[src/rtl/rom_word_streamer.sv]
// Walks the image ROM in 2*WORDS-byte bursts and serialises each burst as a valid/ready stream.
// Define ROM_PREFETCH_EN to double-buffer the bursts so the stream has no bubble between them.
module rom_word_streamer #(
  parameter int IMG_BYTES  = 307200,
  parameter int ADDR_W     = 19,
  parameter int WORDS      = 10,
  parameter int START_ADDR = 0
) (
  input  logic                clk,
  input  logic                rst,
  input  logic                start,
  output logic                busy,
  output logic                done,
  output logic [ADDR_W-1:0]   rom_addr,
  input  logic [16*WORDS-1:0] rom_data,
  output logic [15:0]         out_word,
  output logic                out_valid,
  input  logic                out_ready,
  output logic                out_last
);

  localparam int                IDX_W      = (WORDS > 1) ? $clog2(WORDS) : 1;
  localparam logic [ADDR_W-1:0] FIRST_ADDR = ADDR_W'(START_ADDR);
  localparam logic [ADDR_W-1:0] LAST_ADDR  = ADDR_W'(IMG_BYTES - 2*WORDS);
  localparam logic [ADDR_W-1:0] STEP       = ADDR_W'(2*WORDS);
  localparam logic [IDX_W-1:0]  IDX_LAST   = IDX_W'(WORDS - 1);

  if (IMG_BYTES % (2*WORDS) != 0) begin : g_bad_img_size
    $error("IMG_BYTES must be a multiple of 2*WORDS");
  end

  typedef enum logic [1:0] {IDLE, FETCH, STREAM, DONE} state_t;

  state_t           state, state_nxt;
  logic [IDX_W-1:0] idx;
  logic             hs, last_burst;
  logic [15:0]      cur_word;

`ifdef ROM_PREFETCH_EN
  logic [15:0] burst_p0 [2][WORDS];
  logic        sel, cap_pend, cur_last, wr_sel;

  // rom_addr runs one burst ahead, so the last-burst flag is tracked separately
  assign last_burst = cur_last;
  assign cur_word   = burst_p0[sel][idx];
  assign wr_sel     = (state == FETCH) ? sel : ~sel;
`else
  logic [15:0] burst_p0 [WORDS];

  assign last_burst = (rom_addr >= LAST_ADDR);
  assign cur_word   = burst_p0[idx];
`endif

  assign hs       = out_valid & out_ready;
  assign out_last = out_valid & (idx == IDX_LAST) & last_burst;
  assign out_word = out_valid ? cur_word : 16'h0000;

  always_ff @(posedge clk or posedge rst) begin
    if (rst) state <= IDLE;
    else     state <= state_nxt;
  end

  always_comb begin
    state_nxt = state;
    busy      = 1'b0;
    done      = 1'b0;
    out_valid = 1'b0;
    case (state)
      IDLE:   if (start) state_nxt = FETCH;
      FETCH: begin
        busy      = 1'b1;
        state_nxt = STREAM;
      end
      STREAM: begin
        busy      = 1'b1;
        out_valid = 1'b1;
        if (hs && idx == IDX_LAST) begin
`ifdef ROM_PREFETCH_EN
          state_nxt = last_burst ? DONE : STREAM;
`else
          state_nxt = last_burst ? DONE : FETCH;
`endif
        end
      end
      DONE: begin
        done      = 1'b1;
        state_nxt = IDLE;
      end
      default: state_nxt = IDLE;
    endcase
  end

  // ROM addressing and word index
  always_ff @(posedge clk or posedge rst) begin
    if (rst) begin
      rom_addr <= FIRST_ADDR;
      idx      <= '0;
`ifdef ROM_PREFETCH_EN
      sel      <= 1'b0;
      cap_pend <= 1'b0;
      cur_last <= 1'b0;
`endif
    end else begin
      case (state)
        IDLE: if (start) rom_addr <= FIRST_ADDR;
        FETCH: begin
          idx <= '0;
`ifdef ROM_PREFETCH_EN
          cur_last <= (rom_addr >= LAST_ADDR);
          if (rom_addr < LAST_ADDR) begin
            rom_addr <= rom_addr + STEP;
            cap_pend <= 1'b1;
          end
`endif
        end
        STREAM: begin
`ifdef ROM_PREFETCH_EN
          cap_pend <= 1'b0;
`endif
          if (hs) begin
            if (idx == IDX_LAST) begin
              idx <= '0;
`ifdef ROM_PREFETCH_EN
              if (!cur_last) begin
                sel      <= ~sel;
                cur_last <= (rom_addr >= LAST_ADDR);
                if (rom_addr < LAST_ADDR) begin
                  rom_addr <= rom_addr + STEP;
                  cap_pend <= 1'b1;
                end
              end
`else
              if (rom_addr < LAST_ADDR) rom_addr <= rom_addr + STEP;
`endif
            end else begin
              idx <= idx + IDX_W'(1);
            end
          end
        end
        default: ;
      endcase
    end
  end

  // Burst capture from the ROM
  always_ff @(posedge clk) begin
`ifdef ROM_PREFETCH_EN
    if (state == FETCH || (state == STREAM && cap_pend)) begin
      for (int i = 0; i < WORDS; i++) burst_p0[wr_sel][i] <= rom_data[16*i +: 16];
    end
`else
    if (state == FETCH) begin
      for (int i = 0; i < WORDS; i++) burst_p0[i] <= rom_data[16*i +: 16];
    end
`endif
  end

endmodule
[config.mk]
export PLATFORM = sky130hd
export DESIGN_NAME = rom_word_streamer
export DESIGN_NICKNAME = d
export VERILOG_FILES = /design/src/rtl/rom_word_streamer.sv
export SDC_FILE = /design/constraint.sdc
export NUM_CORES = 1
export LEC_CHECK = 0
export CAP_MARGIN = 20
export CORE_MARGIN = 2
export CORE_UTILIZATION = 42
export DETAILED_ROUTE_END_ITERATION = 16
export GPL_ROUTABILITY_DRIVEN = 0
export PLACE_DENSITY = 0.72
export SLEW_MARGIN = 20
export SYNTH_ARGS = -nofsm -noshare
export SYNTH_HDL_FRONTEND = slang
export SYNTH_SLANG_ARGS = --single-unit
[constraint.sdc]
create_clock -name clk -period 4.7 [get_ports clk]
set_input_delay 0.94 -clock clk [delete_from_list [all_inputs] [get_ports clk]]
set_output_delay 0.94 -clock clk [all_outputs]
set_load 0.02 [all_outputs]
==> flow_summary.json <==
{
  "status": "finished, final reports clean",
  "hold_depth": 1,
  "timing.hold.ws_ns": 0.538,
  "grt_pass1_vias": 4899,
  "worstSetupStartpoint": "idx[0]",
  "rows": 49,
  "synth_top_area_share_pct": 62.4,
  "initial_utilization_pct": 42.9,
  "final_nets": 840,
  "setup_viol": 0,
  "synth_edf_count": 160,
  "cts_htree_levels": 4,
  "post-cts-setup-buffers": 0,
  "tightestPinTransition_ns": 0.940,
  "cts.repair.resized": 0,
  "postSynthCellCount": 469,
  "cts_hold_buffers": 0,
  "port-buffer-count": 200,
  "synthTopCellsByArea": "edfxtp_1 62%, mux4_2 9.4%, dfrtp_1 7.5%, nand2_1 4.3%, mux2i_1 2.3%",
  "yosysWarnings": 0,
  "final_common_cell": "clkdlybuf4s50_1",
  "num_io_pins": 203,
  "die_w_um": 139,
  "path_class": "flop to output port",
  "powerDensity_mw_per_mm2": 523,
  "cts.sinks": 183,
  "placed_area_mm2": 0.00991,
  "slew_headroom_pct": 37.4,
  "r2r_slack_ns": 1.98,
  "yosysSeqAreaShare_pct": 69.8,
  "path_buf_inv": 2,
  "final_cell_mix": "200 x clkdlybuf4s50_1, 160 x edfxtp_1, 88 x nand2_1",
  "cpMostUsedCell": "nand2_1",
  "dr.first_iter.drc_count": 302,
  "worst_r2r_startpoint": "state[0]",
  "avgSynthCellArea_um2": 16.4,
  "core_mm2": 0.0180,
  "fmax_mhz": 252,
  "power_mw": 5.46,
  "numCtsBuffers": 17,
  "cts-root-buf": "clkbuf_16",
  "grt_pass1_wl_um": 27100,
  "ys_types": 52,
  "drcViolationCount": 0,
  "r2r_cells": 7,
  "clk_pin_slew_worst_paths_ns": 0.06,
  "crit_path_cell_trace": "buf_4 > mux4_2 > nand2_1 > nand2_1 > o211a_1 > clkdlybuf4s50_1",
  "drive_above_1_share_pct": 11.9,
  "clockBufferDepth": 2,
  "cp_max_fo": 27,
  "ys_ff_latch": 183,
  "hold_path.class": "flop to flop",
  "crit_family": "buffers and inverters",
  "post-route-util_pct": 58.1,
  "required_ns": 3.76,
  "r2r_end": "rom_addr[17]",
  "leakage_nw": 3.83,
  "fin_skew_ns": 0.00670,
  "die_y_um": 139,
  "slew_viol_final": 0,
  "num_vias": 4786,
  "min_to": "rom_addr[11]",
  "via_per_inst": 5.27,
  "dr.pass1.iters": 5,
  "antennaDiodeCount": 0,
  "finalSetupTns_ns": 0,
  "crit_path_max_incr_delay_ns": 0.76,
  "grt.total_usage_pct": 18.4,
  "dp_hpwl_um": 12200,
  "max_cap_viol_count": 0,
  "yosys.area.top_type": "edfxtp_1",
  "syn2layout_area_growth_pct": 35.6,
  "drt-total-wl_um": 17500,
  "ant_nets": 0,
  "syn-cell-area_mm2": 0.00770,
  "cp_data_arrival_time_ns": 3.02,
  "cts_tree": "built",
  "min_period_ns": 3.96,
  "clkLatencyLatePin_ns": 0.42,
  "ir_drop_v": 0.000301,
  "finalHoldViolCount": 0,
  "hold_start": "rom_addr[11]",
  "cp-end-kind": "output port",
  "synthFlopType": "edfxtp_1",
  "grt_max_degree": 71,
  "slowest_stage": "dfrtp_4",
  "overflow": 0,
  "antenna_found_initial": 0,
  "dieArea_mm2": 0.0194,
  "rsz0062_at_grt": "no",
  "synthArstFlopShare_pct": 12.6,
  "finalCritPeriodShare_pct": 84.3,
  "fin_area_mm2": 0.0104,
  "critPathLaunchType": "flop",
  "wl_per_cell_um": 19.3
}
## sequential cells by signal, summed over array words and instances, names as in the netlist
signal / count
burst_p0: 160
state: 2
rom_addr: 17
idx: 4
## synth_stat cells, drive strengths merged, types with 3 or more instances
library cell and instances:
a21o 3, a21oi 8, a31oi 14, a41oi 4
buf 15, clkbuf 13, dfrtp 23, edfxtp 160
ha 8, inv 5, mux2i 18, mux4 32
nand2 88, nand2b 3, nand3 10, nand4 3
nor2 7, nor2b 3, o211a 17, o21ai 8
## worst reg2reg max path: stages, from the launching register on
cell and delay (ns):
dfrtp_1 0.45, inv_1 0.13, ha_2 0.73, buf_4 0.32
o2111ai_2 0.16, a21oi_2 0.47, a41oi_1 0.18, a31oi_1 0.19
## where the power goes
part           switching (mW)  total, mW  internal [mW]
sequential              0.193       2.56           2.37
clock                   0.591       1.31          0.723
combinational           0.857       1.58          0.727
## routing by layer
metal  GRT usage (%)  vias to the layer above  part of all wire, %
li1                -                     2222                    -
met1            23.8                     2350                   41
met2            30.3                      186                   51
met3            4.06                       28                  5.5
met4            7.34                        0                  2.4
met5               0                        -                    0
## stage by stage
stage,cells,setup WS [ns]
6_report,909,0.736
5_1_grt,909,0.547
4_1_cts,909,0.653
3_5_place_dp,878,1.12
3_3_place_gp,878,1.11
2_1_floorplan,470,1.49
## logic make-up after synthesis
kind of cell,share of synthesized area (%)
other,0.0487
buffers and inverters,2.53
adder cells (fa/ha/maj),1.30
AND/OR/NAND/NOR,7.83
AO/OA/AOI/OAI,6.76
flip-flops,69.8
multiplexers,11.7
## layout make-up
| class | count | area [µm²] |
|---|---|---|
| fill | 1386 | 7520 |
| sequential | 183 | 5390 |
| multi-input combinational | 253 | 2150 |
| timing repair buffer | 207 | 2070 |
| clock buffer | 18 | 429 |
| tap | 229 | 287 |
| clock inverter | 13 | 106 |
| inverter | 6 | 22.5 |
## worst max-delay path by stage
stage | end | cells past startpoint
2_1_floorplan | idx[0] | 5
3_3_place_gp | out_word[14] | 6
3_5_place_dp | out_word[15] | 6
4_1_cts | out_word[15] | 6
5_1_grt | out_word[15] | 6
6_report | out_word[15] | 6
Power figures use the tool's default switching activity.
